==> config.mk <==
export PLATFORM = sky130hd
export DESIGN_NAME = rr_stream_mux
export DESIGN_NICKNAME = d
export VERILOG_FILES = /design/src/rtl/rr_mux_pkg.sv /design/src/rtl/stream_out_reg.sv /design/src/rtl/rr_stream_mux.sv
export SDC_FILE = /design/constraint.sdc
export NUM_CORES = 1
export LEC_CHECK = 0
export CELL_PAD_IN_SITES_DETAIL_PLACEMENT = 0
export CELL_PAD_IN_SITES_GLOBAL_PLACEMENT = 1
export CORE_MARGIN = 2
export CORE_UTILIZATION = 30
export CTS_CLUSTER_DIAMETER = 150
export DETAILED_ROUTE_END_ITERATION = 12
export GPL_ROUTABILITY_DRIVEN = 0
export PLACE_DENSITY_LB_ADDON = 0.1
export SLEW_MARGIN = 10
export SYNTH_ARGS = -nofsm -noshare
export SYNTH_HDL_FRONTEND = slang
export SYNTH_SLANG_ARGS = --single-unit
==> constraint.sdc <==
create_clock -name clk_i -period 3 [get_ports clk_i]
set_input_delay 0.45 -clock clk_i [delete_from_list [all_inputs] [get_ports clk_i]]
set_output_delay 0.45 -clock clk_i [all_outputs]
set_load 0.01 [all_outputs]
==> src/rtl/rr_mux_pkg.sv <==
// rtl/rr_mux_pkg.sv - shared types and constants for the round-robin stream mux
// Grant states, source encodings and the beat-counter width helper.
package rr_mux_pkg;

    typedef enum logic [1:0] {
        IDLE   = 2'd0,
        LOCK_A = 2'd1,
        LOCK_B = 2'd2
    } grant_state_t;

    localparam logic SRC_A = 1'b0;
    localparam logic SRC_B = 1'b1;

    // A single-beat burst limit still needs a one-bit counter to stay legal.
    function automatic int unsigned cnt_width(input int unsigned max_burst);
        return (max_burst > 1) ? $clog2(max_burst) : 1;
    endfunction

endpackage

==> src/rtl/stream_out_reg.sv <==
// rtl/stream_out_reg.sv - single-stage valid/ready output register
// A push on in_valid_i is taken only while load_o is high; load_o is the upstream ready.
module stream_out_reg #(
    parameter int WIDTH = 8
) (
    input  logic             clk_i,
    input  logic             reset_i,
    input  logic             in_valid_i,
    input  logic [WIDTH-1:0] in_data_i,
    input  logic             in_last_i,
    output logic             load_o,
    output logic             out_valid_o,
    output logic [WIDTH-1:0] out_data_o,
    output logic             out_last_o,
    input  logic             out_ready_i
);

    logic             valid_q, valid_d;
    logic [WIDTH-1:0] data_q, data_d;
    logic             last_q, last_d;

    assign load_o      = !valid_q || out_ready_i;
    assign out_valid_o = valid_q;
    assign out_data_o  = data_q;
    assign out_last_o  = last_q;

    always_comb begin
        valid_d = valid_q;
        data_d  = data_q;
        last_d  = last_q;
        if (in_valid_i && load_o) begin
            valid_d = 1'b1;
            data_d  = in_data_i;
            last_d  = in_last_i;
        end else if (out_ready_i) begin
            valid_d = 1'b0;
        end
    end

    always_ff @(posedge clk_i) begin
        if (reset_i) begin
            valid_q <= 1'b0;
            data_q  <= '0;
            last_q  <= 1'b0;
        end else begin
            valid_q <= valid_d;
            data_q  <= data_d;
            last_q  <= last_d;
        end
    end

endmodule

==> src/rtl/rr_stream_mux.sv <==
// rtl/rr_stream_mux.sv - two-source burst round-robin stream mux with registered output
// A source owns the output until it sends last or reaches MAX_BURST beats.
module rr_stream_mux
    import rr_mux_pkg::*;
#(
    parameter int WIDTH     = 8,
    parameter int MAX_BURST = 16
) (
    input  logic             clk_i,
    input  logic             reset_i,
    input  logic             a_valid_i,
    input  logic [WIDTH-1:0] a_data_i,
    input  logic             a_last_i,
    output logic             a_ready_o,
    input  logic             b_valid_i,
    input  logic [WIDTH-1:0] b_data_i,
    input  logic             b_last_i,
    output logic             b_ready_o,
    output logic             sel_o,
    output logic             y_valid_o,
    output logic [WIDTH-1:0] y_data_o,
    output logic             y_last_o,
    input  logic             y_ready_i
);

    localparam int CW = int'(cnt_width(MAX_BURST));
    localparam logic [CW-1:0] CNT_LAST = CW'(MAX_BURST - 1);

    grant_state_t    state_q, state_d;
    logic            ptr_q, ptr_d;
    logic            sel_q;
    logic [CW-1:0]   cnt_q, cnt_d;

    logic            grant;
    logic            grant_any;
    logic            load;
    logic            xfer;
    logic            src_last;
    logic [WIDTH-1:0] src_data;

    // In IDLE with nobody requesting, the previous grant is held on sel_o.
    always_comb begin
        grant     = sel_q;
        grant_any = 1'b0;
        case (state_q)
            LOCK_A: begin
                grant     = SRC_A;
                grant_any = 1'b1;
            end
            LOCK_B: begin
                grant     = SRC_B;
                grant_any = 1'b1;
            end
            default: begin
                if (a_valid_i && b_valid_i) begin
                    grant = ptr_q;
                end else if (a_valid_i) begin
                    grant = SRC_A;
                end else if (b_valid_i) begin
                    grant = SRC_B;
                end
                grant_any = a_valid_i || b_valid_i;
            end
        endcase
    end

    assign sel_o     = grant;
    assign a_ready_o = !reset_i && grant_any && (grant == SRC_A) && load;
    assign b_ready_o = !reset_i && grant_any && (grant == SRC_B) && load;
    assign xfer      = (a_valid_i && a_ready_o) || (b_valid_i && b_ready_o);
    assign src_data  = (grant == SRC_B) ? b_data_i : a_data_i;
    assign src_last  = (grant == SRC_B) ? b_last_i : a_last_i;

    always_comb begin
        state_d = state_q;
        cnt_d   = cnt_q;
        ptr_d   = ptr_q;
        if (xfer) begin
            if (src_last || (cnt_q == CNT_LAST)) begin
                state_d = IDLE;
                cnt_d   = '0;
                ptr_d   = ~grant;
            end else begin
                state_d = (grant == SRC_B) ? LOCK_B : LOCK_A;
                cnt_d   = cnt_q + CW'(1);
            end
        end
    end

    always_ff @(posedge clk_i) begin
        if (reset_i) begin
            state_q <= IDLE;
            cnt_q   <= '0;
            ptr_q   <= SRC_A;
            sel_q   <= SRC_A;
        end else begin
            state_q <= state_d;
            cnt_q   <= cnt_d;
            ptr_q   <= ptr_d;
            sel_q   <= grant;
        end
    end

    stream_out_reg #(
        .WIDTH(WIDTH)
    ) u_out_reg (
        .clk_i      (clk_i),
        .reset_i    (reset_i),
        .in_valid_i (xfer),
        .in_data_i  (src_data),
        .in_last_i  (src_last),
        .load_o     (load),
        .out_valid_o(y_valid_o),
        .out_data_o (y_data_o),
        .out_last_o (y_last_o),
        .out_ready_i(y_ready_i)
    );

endmodule
== Yosys cells after proc, flatten, opt, wreduce, memory -nomap -nowiden ==
Cells that the tools add are included.
W data, S select, Z words.

* Output and inout bits: 13
* Input port bits: 23
* Logic and storage cells: 42
* Register bits after elaboration: 18

* Add/subtract/negate cells: 1
* Reduce and logical (&&, ||, !) cells: 18
* Bitwise logic cells: 1
* Muxes and demuxes: 12
* Equality and inequality tests: 3

{| class="wikitable"
|+ Operators by type and width
! operator !! number
|-
| $logic_and A1 B1 Y1 || 9
|-
| $mux W8 || 1
|-
| $mux W1 || 7
|-
| $add A4 B1 Y4 const B || 1
|-
| $eq A4 B4 Y1 const B || 1
|-
| $logic_or A1 B1 Y1 || 4
|-
| $mux W2 || 2
|-
| $mux W4 || 1
|-
| $eq A2 B1 Y1 const B || 1
|-
| $eq A2 B2 Y1 const B || 1
|-
| $logic_not A1 Y1 || 2
|-
| $pmux W1 S2 || 1
|-
| $reduce_and A2 Y1 || 1
|-
| $reduce_bool A2 Y1 || 1
|-
| $reduce_or A2 Y1 || 1
|-
| $not A1 Y1 || 1
|}

== Depth between registers and ports, before layout ==
Gate-level depths: netlist of the first run.

* Depth in word-level cells: 11
* Depth in mapped cells: 8
* Gate-level depth less buffers: 7

== Hierarchy ==
Synthesis of the first run repeated with hierarchy kept, for this count alone.

* Cells, all modules: 117
* Area, all modules: 1,131.1 µm²

{| class="wikitable"
|+ Modules (own cells, without submodules)
! module !! area each (µm²) !! cells each !! seq. area each (µm²) !! instances
|-
| rr_stream_mux || 660.6 || 72 || 160.2 || 1
|-
| stream_out_reg || 470.5 || 45 || 200.2 || 1
|}

== Worst setup path after synthesis of the first run ==
No wires, ideal clock.

* Path kind: reg2reg
* Start: register state_q[0]
* End: register cnt_q[3]
* Clock period less this slack: 2,037 ps
* Setup time: 91 ps
* Arrival: 1,946 ps
* Stages on the path, launching flop included: 9
* Path buffers: 1
* Data required time: 2,909 ps
* Slack: 963 ps
* Cells stage by stage: dfxtp_1 -> inv_1 -> ha_1 -> or2b_2 -> a21oi_2 -> or2_1 -> buf_6 -> or4_1 -> a311oi_1

* Cells in the longest elaborated chain, start to end: 8
* Elaborated cells on any way between the ends: 17
* Classes of those cells: eq/ne (2); mux (4); bitwise (1); reduce/logical (10)

{| class="wikitable"
|+ Ends and longest elaborated chain
! item !! line !! RTL
|-
| start, declared || rr_stream_mux.sv:29 || <nowiki>grant_state_t state_q, state_d;</nowiki>
|-
| start signal, assigned || rr_stream_mux.sv:97 || <nowiki>state_q <= state_d;</nowiki>
|-
| $eq A2 B2 Y1 or $eq A2 B1 Y1 (tied branches) || rr_stream_mux.sv:45 || <nowiki>case (state_q)</nowiki>
|-
| $reduce_or A2 Y1 (no source line) || - ||
|-
| $mux W1 || rr_stream_mux.sv:45 ||
|-
| $logic_and A1 B1 Y1 || rr_stream_mux.sv:68, rr_stream_mux.sv:69 ||
|-
| $logic_and A1 B1 Y1 (on tied branches) (2 in series) || rr_stream_mux.sv:68, rr_stream_mux.sv:69 ||
|-
| $logic_and A1 B1 Y1 || rr_stream_mux.sv:70 || <nowiki>assign xfer = (a_valid_i && a_ready_o) || (b_valid_i && b_ready_o);</nowiki>
|-
| $logic_or A1 B1 Y1 || rr_stream_mux.sv:70 ||
|-
| end signal, assigned || rr_stream_mux.sv:98 || <nowiki>cnt_q <= cnt_d;</nowiki>
|-
| end, declared || rr_stream_mux.sv:32 || <nowiki>logic [CW-1:0] cnt_q, cnt_d;</nowiki>
|}

Several ways; a longest one is shown, not always the timed one.
A chain may end at the register's enable or synchronous reset.

== Worst setup path after layout of the first run ==
* Start: register state_q[0]
* End: output sel_o

* Cells in the longest elaborated chain, start to end: 2
* Elaborated cells on any way between the ends: 3
* Classes of those cells: eq/ne (2); mux (1)

{| class="wikitable"
|+ Ends and longest elaborated chain
! item !! line !! RTL
|-
| $eq A2 B2 Y1 or $eq A2 B1 Y1 (tied branches) || rr_stream_mux.sv:45 ||
|-
| $pmux W1 S2 * || rr_stream_mux.sv:45 ||
|-
| end, declared || rr_stream_mux.sv:19 || <nowiki>output logic sel_o,</nowiki>
|}

Every way passes the cells marked *; elsewhere a longest branch is shown, timed or not.

==> key figures, run 1 <==
Status
  • Outcome: finished, final reports clean

Critical path
  • CP startpoint: state_q[0]$_SDFFE_PP0N_
  • Buf/Inv on CP: 3
  • Crit-path cells: inv_1 > ha_1 > or2b_2 > nand2_1 > buf_4 > clkdlybuf4s50_1
  • CP Launch Type: flop
  • Critical path's largest stage delay: ~0.57 ns
  • Worst EP arrival: ~2.3 ns
  • Setup crit end kind: primary output
  • Top Family by Delay on Critical Path: buffers and inverters
  • Crit Path Max Fanout: 11
  • Slowest CP cell: clkdlybuf4s50_1
  • Critical path type: reg2out
  • Worst Path Required: ~2.6 ns
  • Worst r2r src: state_q[0]$_SDFFE_PP0N_

Power and ir drop
  • PD cells: roughly 440 nW/um^2
  • Post-layout power: between 0.0005 and 0.0006 W
  • LEAKAGE: 0.4793 nW
  • Max VDD drop: between 150 and 200 uV

Die
  • Die Ht: ~60 um
  • I/O Pins: 36
  • Site row count: 20
  • Initial Util: a little under a third
  • Core outline area: ~3000 um^2
  • Die Wd: 59.67 um
  • Die area: around 3600 um^2

Synth
  • Ys async rst share: 0%
  • Synth cell types: 29
  • Syn_nets: 134
  • Area leader, netlist: dfxtp_1
  • Post-synth EDFFs: 0
  • Cell area after synthesis: 929.6 um^2
  • Synth area leaders: dfxtp_1 39%, mux2i_1 11%, a211oi_1 8.1%
  • Synth Flop Type: dfxtp_1
  • Share of the synthesized area in the top cell type: 38.76%
  • Syn_area_per_cell: about 8.5 um^2
  • Synth Warn #: 0
  • #FFs+latches synth: 18
  • Post-Synthesis Cells: around 110
  • Seq/Total Area, Yosys: between 30% and 40%

Place
  • Placement Setup Slack: 0.3009 ns
  • Post-DP HPWL: between 1500 and 2000 um
  • Placed cell area: around 1300 um^2
  • Port bufs: 35

GRT
  • Initial antenna violation count: 0
  • Pin count of the biggest net entering global routing: 22
  • GRT overflow: 0
  • Vias in the first global route: slightly below 900
  • Total GRT Usage: 13.81%
  • First-pass GRT wire length: 3746 um

Route
  • Final WL: between 2000 and 2500 um
  • DRC Markers: 0
  • First-pass detailed-route iteration total: 4
  • DR vias: roughly 900
  • Avg WL per Cell: ~12 um
  • Post-DR vias/cell: around 5
  • Starting DRT DRC Count: 32
  • DRT antenna net count: 0

Timing
  • Final setup fails: 0
  • RSZ-0062 raised after global routing: no
  • Setup_tns: 0 ns
  • Measured slew at the worst slew-check pin: 0.6481 ns
  • Relative slew slack: roughly 57%
  • Clk_skew: roughly 0.0021 ns
  • Fin. max-slew vios: 0
  • Fmax: roughly 360 MHz
  • Minimum clock period: approximately 2.8 ns
  • Fin. Hold Viols: 0
  • Final WS setup: roughly 0.23 ns
  • Final worst-path cycle share: ~90%

Clock tree
  • Worst-Skew Late Latency: roughly 0.28 ns
  • Postcts setup bufs: 0
  • # H-tree levels: 1
  • Root Buffer: clkbuf_4
  • Hold_buf cts: 0
  • Clk pin slew, worst setup/hold paths: roughly 0.10 ns
  • Post-cts sizing count: 0
  • TritonCTS Buffers: 3
  • Clock sinks: 18
  • Clock Tree Buf Depth: 2
  • CTS tree: built

Final layout
  • Area Growth Syn to Fin: 44.95%
  • Layout cell share with drive strength beyond 1: around 6.9%
  • Fin area: around 1300 um^2
  • # nets final: ~170
  • Antenna diodes: 0
  • Share of the core filled with cells: between 40% and 50%

Hold path
  • Worst Hold Class: reg2reg
  • Hold Crit Start: state_q[0]$_SDFFE_PP0N_

Job
  • Max Cap Viol: 0
logic make-up (layout without fill, tap and decap cells):
| logic type | after synthesis | in the layout | synth area share (%) |
|---|---|---|---|
| and+or+nand+nor | 43 | 43 | 24.23 |
| AOI/OAI and AO/OA | 27 | 27 | 18.84 |
| DFF | 18 | 18 | 38.76 |
| muxes | 10 | 10 | 10.77 |
| buffers and inverters | 9 | 45 | 4.710 |
| adders and majority gates | 2 | 2 | 2.691 |
where the power goes:
| part | internal, W | switching, W | leakage [nW] |
|---|---|---|---|
| Sequential | 0.000259 | 0.0000104 | 0.148 |
| Combinational | 0.0000931 | 0.0000791 | 0.310 |
| Clock | 0.0000738 | 0.0000725 | 0.0210 |
| Total | 0.000425 | 0.000162 | 0.479 |
registers in the layout, indices dropped and copies added (netlist names):
signal,count
cnt_q,4
ptr_q,1
sel_q,1
state_q,2
u_out_reg.out_data_o,8
u_out_reg.out_last_o,1
u_out_reg.out_valid_o,1
worst register-to-register path, delay by kind of cell, from the launching register on:
family / cells / cell delay (ns)
AO/OA/AOI/OAI: 2 / 0.32
adder cells (fa/ha/maj): 1 / 0.40
buffers and inverters: 1 / 0.05
flip-flops: 1 / 0.35
AND/OR/NAND/NOR: 3 / 1.04
metal layers:
metal / track usage [%] / vias to the layer above / share of wire [%]
met5: 0 / - / 0
met4: 4.762 / 0 / 0.87
met3: 4.329 / 2 / 5.8
met2: 23.45 / 23 / 46
met1: 16.33 / 417 / 47
li1: - / 474 / -
cells in the mapped netlist (2+ instances only):
cell      number
inv_1          3
o21ai_0        2
nand2b_1       2
nand4_1        3
nor2_1        12
mux2i_1       10
nand2_1       13
clkbuf_1       3
a211oi_1      10
a21oi_1       10
buf_2          2
nand3b_1       2
dfxtp_1       18
nand4b_1       3
ha_1           2
placed cells by master (no fill, tap or decap), types with 3 or more instances in the layout:
cell	netlist	layout
dfxtp_1	18	18
buf_4	0	3
clkdlybuf4s50_1	0	35
nand4b_1	3	3
a21oi_1	10	10
nand2_1	13	13
a211oi_1	10	10
inv_1	3	3
mux2i_1	10	10
nand4_1	3	3
clkbuf_4	0	3
nor2_1	12	12
through the flow:
stage | cells | hold slack [ns]
finish | 178 | 0.4663
global route | 178 | 0.4909
CTS | 178 | 0.4679
detailed placement | 174 | 0.4504
global placement | 174 | 0.4468
floorplan | 109 | 0.4296
path summary, 6_finish.rpt:
check	endpoint	slack, ns	depth (start not counted)
hold reg to reg	state_q[0]$_SDFFE_PP0N_	0.47	2
hold / removal	state_q[0]$_SDFFE_PP0N_	0.47	2
setup reg to reg	cnt_q[3]$_SDFFE_PP0N_	0.76	7
setup / recovery	sel_o	0.23	6
cell type report:
type                    instances  area, um^2
well taps                      33       41.29
repair buffers                 38       372.9
flip-flops and latches         18       360.3
clock buffers                   4       36.28
fillers                       328        1655
inverters                       3       11.26
multi-input cells              82       525.5
(Power assumes the default switching activity.)
==> inputs of run 2 (changes only) <==
CORE_UTILIZATION = 33   (was 30)
SETUP_SLACK_MARGIN = 0.4   (was not set)
==> key figures, run 2 (synthesis results as in run 1) <==
Die
  • I/O Pins: 36 (unchanged)
  • Die Wd: 57.08 um (-4.3%)
  • Site row count: 19 (-5.0%)
  • Die Ht: 57.08 um (-4.3%)
  • Initial Util: 34.30% (+3.3 points)
  • Die area: 3258 um^2 (-8.5%)
  • Core outline area: 2710 um^2 (-9.7%)

Clock tree
  • Clk pin slew, worst setup/hold paths: 0.10 ns (about the same)
  • Worst-Skew Late Latency: 0.29 ns (about the same)
  • TritonCTS Buffers: 3 (unchanged)
  • Root Buffer: clkbuf_4
  • Clock Tree Buf Depth: 2 (unchanged)
  • CTS tree: built
  • Clock sinks: 18 (unchanged)
  • # H-tree levels: 1 (unchanged)

Route
  • DRT antenna net count: 0 (unchanged)
  • Final WL: 2257 um (+3.0%)
  • DRC Markers: 0 (unchanged)
  • First-pass detailed-route iteration total: 4 (unchanged)
  • Post-DR vias/cell: 5.112 (-0.66%)
  • Avg WL per Cell: 12.68 um (+3.0%)
  • Starting DRT DRC Count: 15 (-53%)
  • DR vias: 910 (-0.66%)

Critical path
  • Crit Path Max Fanout: 8 (-3)
  • Critical path type: reg2out
  • FF-to-FF End: cnt_q[3]$_SDFFE_PP0N_
  • Crit-path cells: inv_1 > ha_4 > or2b_2 > a21oi_1 > clkdlybuf4s50_1
  • Setup crit end kind: primary output
  • CP Launch Type: flop
  • Worst EP arrival: 2.00 ns (-0.32 ns)
  • R2R cell count: 7 (unchanged)
  • Flop2flop setup slack: 0.88 ns (+0.12 ns)
  • Critical path's largest stage delay: 0.55 ns (-0.02 ns)
  • Worst Path Required: 2.55 ns (about the same)
  • Worst r2r src: state_q[0]$_SDFFE_PP0N_
  • Slowest CP cell: clkdlybuf4s50_1

Final layout
  • Multi-input gate area: 538.0 um^2 (+2.4%)
  • Area Growth Syn to Fin: 47.65%
  • # nets final: 173 (+1.2%)
  • Max reg flops: 8 (unchanged)
  • Layout cell share with drive strength beyond 1: 8.844% (+1.9 points)
  • Antenna diodes: 0 (unchanged)
  • Commonest non-fill, non-tap cell in the layout: clkdlybuf4s50_1
  • Post-route insts no fill: 178 (unchanged)
  • FF+latch area: 360.3 um^2 (unchanged)
  • Fillers: 289 (-12%)
  • Share of the core filled with cells: 50.65% (+5.8 points)
  • Most frequent cells in the layout: 32 x clkdlybuf4s50_1, 18 x dfxtp_1, 13 x nand2_1

Hold path
  • Hold Crit Start: state_q[0]$_SDFFE_PP0N_
  • Worst Hold Class: reg2reg
  • Hold path depth: 2 (unchanged)
  • Worst Hold End: state_q[0]$_SDFFE_PP0N_

Power and ir drop
  • Sequential power share: 45.1% (-0.7 points)
  • Switch Pwr: 0.0001678 W (+3.6%)
  • Sw frac: 28.15% (+0.57 points)
  • LEAKAGE: 0.5032 nW (+5.0%)
  • Combinational Power Share: 29.6% (+0.3 points)
  • Clk pwr share: 25.3% (+0.4 points)
  • Max VDD drop: 336.4 uV (+81%)
  • Pint: 0.0004282 W (+0.66%)
  • PD cells: 434.2 nW/um^2 (-0.39%)

Timing
  • Setup_tns: 0 ns (unchanged)
  • Fin. max-slew vios: 0 (unchanged)
  • Final setup fails: 0 (unchanged)
  • Fmax: 408.3 MHz (+13%)
  • Measured slew at the worst slew-check pin: 0.6036 ns (-0.04452 ns)
  • Final worst-path cycle share: 81.65% (-11 points)
  • Relative slew slack: 59.54% (+3.0 points)
  • RSZ-0062 raised after global routing: no
  • Final Hold Slack: 0.4691 ns (+0.002787 ns)
  • Fin. Hold Viols: 0 (unchanged)
  • Minimum clock period: 2.449 ns (-0.3217 ns)
  • Clk_skew: 0.005250 ns (+0.003127 ns)

GRT
  • Pin count of the biggest net entering global routing: 22 (unchanged)
  • Initial antenna violation count: 0 (unchanged)
  • Total GRT Usage: 14.73% (+0.92 points)
  • First-pass GRT wire length: 3829 um (+2.2%)
  • GRT overflow: 0 (unchanged)
  • Vias in the first global route: 874 (-0.34%)

Place
  • Port bufs: 35 (unchanged)
  • Placed insts: 172 (-1.1%)

Status
  • Outcome: finished, final reports clean

Job
  • Max Cap Viol: 0 (unchanged)
[run 2: cell types whose count changed in the layout (fill, tap and decap cells not counted)]
cell / previous run / this run
dlymetal6s2s_1: 0 / 1
buf_4: 3 / 5
ha_1: 2 / 1
dlygate4sd2_1: 0 / 2
ha_4: 0 / 1
clkdlybuf4s50_1: 35 / 32
[run 2: timing repair]
action | CTS | global route
endpoints found under the setup margin | 3 | 2
gates cloned | 0 | 0
gates resized for setup | 3 | 2
pin swaps | 1 | 1
hold endpoints to repair | 0 | 0
hold buffers | 0 | 0
setup buffers | 2 | 0
[run 2: worst max path at each step]
| stage | depth (start not counted) | to | start |
|---|---|---|---|
| 4_1_cts | 5 | b_ready_o | state_q[0]$_SDFFE_PP0N_ |
| 5_1_grt | 6 | b_ready_o | state_q[0]$_SDFFE_PP0N_ |
| 3_5_place_dp | 6 | a_ready_o | a_valid_i |
| 3_3_place_gp | 6 | a_ready_o | a_valid_i |
| 6_report | 5 | b_ready_o | state_q[0]$_SDFFE_PP0N_ |
| 2_1_floorplan | 8 | cnt_q[3]$_SDFFE_PP0N_ | state_q[0]$_SDFFE_PP0N_ |
[run 2: critical path, delay by kind of cell, from the launching register on]
kind | cells | cell delay, ns
buf+inv | 2 | 0.62
fa+ha+maj | 1 | 0.27
flops | 1 | 0.34
compound gates | 1 | 0.14
simple gates | 1 | 0.35
[run 2: through the flow]
stage | power [W] | worst slack [ns] | area (um^2)
6_report | 0.0005959 | 0.5505 | 1373
5_1_grt | 0.0006385 | 0.4223 | 1373
4_1_cts | 0.0006058 | 0.4662 | 1360
3_5_place_dp | 0.0004481 | 0.3126 | 1309
3_3_place_gp | 0.0004465 | 0.3369 | 1309
2_1_floorplan | 0.0003651 | 0.9631 | 929.6
[run 2: routing by layer]
| metal | part of all wire, % | track usage, % | up-vias | wire [um] |
|---|---|---|---|---|
| li1 | - | - | 472 | - |
| met5 | 0 | 0 | - | 0 |
| met3 | 7.9 | 4.082 | 2 | 178 |
| met1 | 45 | 17.71 | 405 | 1024 |
| met4 | 0.71 | 5.980 | 0 | 16 |
| met2 | 46 | 24.79 | 31 | 1038 |
[run 2: area by class of cell]
| type | instances | share of cell area, % |
|---|---|---|
| well taps | 31 | 2.826 |
| flip-flops and latches | 18 | 26.25 |
| inverters | 3 | 0.8204 |
| repair buffers | 40 | 28.26 |
| clock buffers | 4 | 2.644 |
| multi-input cells | 82 | 39.20 |
[run 2: power groups by stage]
stage	Clock, W	Sequential [W]	Combinational, W
after global placement	0	0.000274	0.000172
after detailed placement	0	0.000275	0.000173
after global routing	0.000171	0.000273	0.000194
final	0.000151	0.000269	0.000176
after floorplan	0	0.000279	0.0000857
after CTS	0.000160	0.000269	0.000176
==> inputs of run 3 (changes only) <==
CORE_UTILIZATION = 30   (was 33)
clock period = 2.5 ns   (was 3 ns; I/O delays follow)
==> key figures, run 3 (synthesis results as in run 1) <==
Clock tree
  • Clk pin slew, worst setup/hold paths: 0.11 ns (about the same)
  • Root Buffer: clkbuf_4
  • # H-tree levels: 1 (unchanged)
  • Worst-Skew Late Latency: 0.29 ns (about the same)
  • Clock Tree Buf Depth: 2 (unchanged)
  • TritonCTS Buffers: 3 (unchanged)
  • Clock sinks: 18 (unchanged)
  • CTS tree: built

Final layout
  • Antenna diodes: 0 (unchanged)
  • Layout cell share with drive strength beyond 1: 15.23% (+6.4 points)
  • Commonest non-fill, non-tap cell in the layout: clkdlybuf4s50_1
  • Fin area: 1415 um^2 (+3.1%)
  • Share of the core filled with cells: 47.13% (-3.5 points)
  • # nets final: 177 (+2.3%)
  • Max reg flops: 8 (unchanged)
  • Area Growth Syn to Fin: 52.22%
  • Most frequent cells in the layout: 31 x clkdlybuf4s50_1, 17 x dfxtp_1, 12 x nor2_1, 12 x nand2_1

Critical path
  • Critical path type: reg2out
  • Worst EP arrival: 1.63 ns (-0.37 ns)
  • Worst r2r src: state_q[0]$_SDFFE_PP0N_
  • Setup crit end kind: primary output
  • Flop2flop setup slack: 0.57 ns (-0.31 ns)
  • Critical path's largest stage delay: 0.40 ns (-0.15 ns)
  • Worst Path Required: 2.12 ns (-0.43 ns)
  • Crit Path Max Fanout: 8 (unchanged)
  • CP Launch Type: flop
  • Crit-path cells: ha_4 > or2b_4 > nand2_2 > buf_4 > clkdlybuf4s15_2
  • Slowest CP cell: dfxtp_1
  • R2R cell count: 7 (unchanged)
  • FF-to-FF End: cnt_q[3]$_SDFFE_PP0N_

Job
  • Max Cap Viol: 0 (unchanged)

Hold path
  • Worst Hold Class: reg2reg
  • Hold Crit Start: state_q[0]$_SDFFE_PP0N_
  • Hold path depth: 2 (unchanged)
  • Worst Hold End: state_q[0]$_SDFFE_PP0N_

Die
  • Initial Util: 30.96% (-3.3 points)
  • Die Ht: 59.67 um (+4.5%)
  • I/O Pins: 36 (unchanged)
  • Die area: 3560 um^2 (+9.3%)
  • Die Wd: 59.67 um (+4.5%)
  • Core outline area: 3003 um^2 (+11%)
  • Site row count: 20 (+1)

Route
  • DRC Markers: 0 (unchanged)
  • DR vias: 930 (+2.2%)
  • Post-DR vias/cell: 5.054 (-1.1%)
  • Avg WL per Cell: 12.59 um (-0.69%)
  • Final WL: 2317 um (+2.7%)
  • First-pass detailed-route iteration total: 4 (unchanged)
  • DRT antenna net count: 0 (unchanged)
  • Starting DRT DRC Count: 29 (+14)

Place
  • Port bufs: 35 (unchanged)
  • Post-DP HPWL: about 1700 um
  • Placed cell area: 1349 um^2 (+3.1%)

GRT
  • Total GRT Usage: 13.89% (-0.84 points)
  • GRT overflow: 0 (unchanged)
  • Vias in the first global route: 863 (-1.3%)
  • First-pass GRT wire length: 3801 um (-0.73%)
  • Pin count of the biggest net entering global routing: 22 (unchanged)
  • Initial antenna violation count: 0 (unchanged)

Power and ir drop
  • LEAKAGE: 0.5249 nW (+4.3%)
  • Max VDD drop: 206.1 uV (-39%)
  • Post-layout power: 0.0007308 W (+23%)
  • PD cells: 516.4 nW/um^2 (+19%)

Timing
  • Fin. max-slew vios: 0 (unchanged)
  • Clk_skew: 0.001769 ns (-0.003481 ns)
  • Minimum clock period: roughly 2.0 ns
  • RSZ-0062 raised after global routing: no
  • Final setup fails: 0 (unchanged)
  • Measured slew at the worst slew-check pin: 0.2900 ns (-0.3136 ns)
  • Setup_tns: 0 ns (unchanged)
  • Relative slew slack: 80.36% (+21 points)
  • Fin. Hold Viols: 0 (unchanged)
  • Final worst-path cycle share: between 80% and 90%
  • Fmax: 498.5 MHz

Status
  • Outcome: finished, final reports clean
==> run 3: cell types whose count changed in the layout (fill, tap and decap cells not counted), sizes merged <==
cell and delta:
buf +5, clkdlybuf4s15 +1, clkdlybuf4s50 -1, dlygate4sd2 -1
==> run 3: where the power goes <==
| group | internal [W] | switching [W] | leakage (nW) |
|---|---|---|---|
| Combinational | 0.000124 | 0.0000984 | 0.356 |
| Sequential | 0.000310 | 0.0000141 | 0.148 |
| Clock | 0.0000887 | 0.0000949 | 0.0210 |
| Total | 0.000523 | 0.000207 | 0.525 |
==> run 3: final cells by class <==
class,instances,area (um^2)
fillers,308,1588
multi-input cells,82,549.3
repair buffers,44,415.4
flip-flops and latches,18,361.6
well taps,33,41.29
clock buffers,4,36.28
inverters,3,11.26
==> run 3: metal layers <==
metal  wire length (um)  track usage (%)  vias to the layer above
met5                  0                0                        -
met1               1058            16.16                      420
met3                163            4.329                        2
met4                 12            3.810                        0
met2               1082            24.38                       25
li1                   -                -                      483
==> run 3: how the worst max path moves through the flow <==
stage / end / cells past startpoint / start / slack (ns)
floorplan: cnt_q[3]$_SDFFE_PP0N_ / 8 / state_q[0]$_SDFFE_PP0N_ / 0.46
global placement: a_ready_o / 6 / a_valid_i / 0.10
detailed placement: a_ready_o / 6 / a_valid_i / 0.08
CTS: b_ready_o / 6 / a_valid_i / 0.42
global route: sel_o / 5 / state_q[1]$_SDFFE_PP0N_ / 0.41
finish: sel_o / 5 / state_q[1]$_SDFFE_PP0N_ / 0.49
==> run 3: through the flow <==
| step | setup WS [ns] | hold slack, ns | cells |
|---|---|---|---|
| after floorplan | 0.4631 | 0.4296 | 109 |
| after global placement | 0.1016 | 0.4462 | 179 |
| after detailed placement | 0.07660 | 0.4519 | 179 |
| after CTS | 0.4193 | 0.4687 | 184 |
| after global routing | 0.4109 | 0.4788 | 184 |
| final | 0.4939 | 0.4628 | 184 |
==> run 3: what timing repair did <==
item,CTS,global route
resized for setup,10,6
pin swaps,1,2
hold buffers,0,0
setup buffers,1,0
endpoints found under the setup margin,3,3
==> run 3: critical path, delay by kind of cell, from the launching register on <==
family	cells	cell delay [ns]
adder cells (fa/ha/maj)	1	0.24
AND/OR/NAND/NOR	2	0.36
buffers and inverters	2	0.33
flip-flops	1	0.40
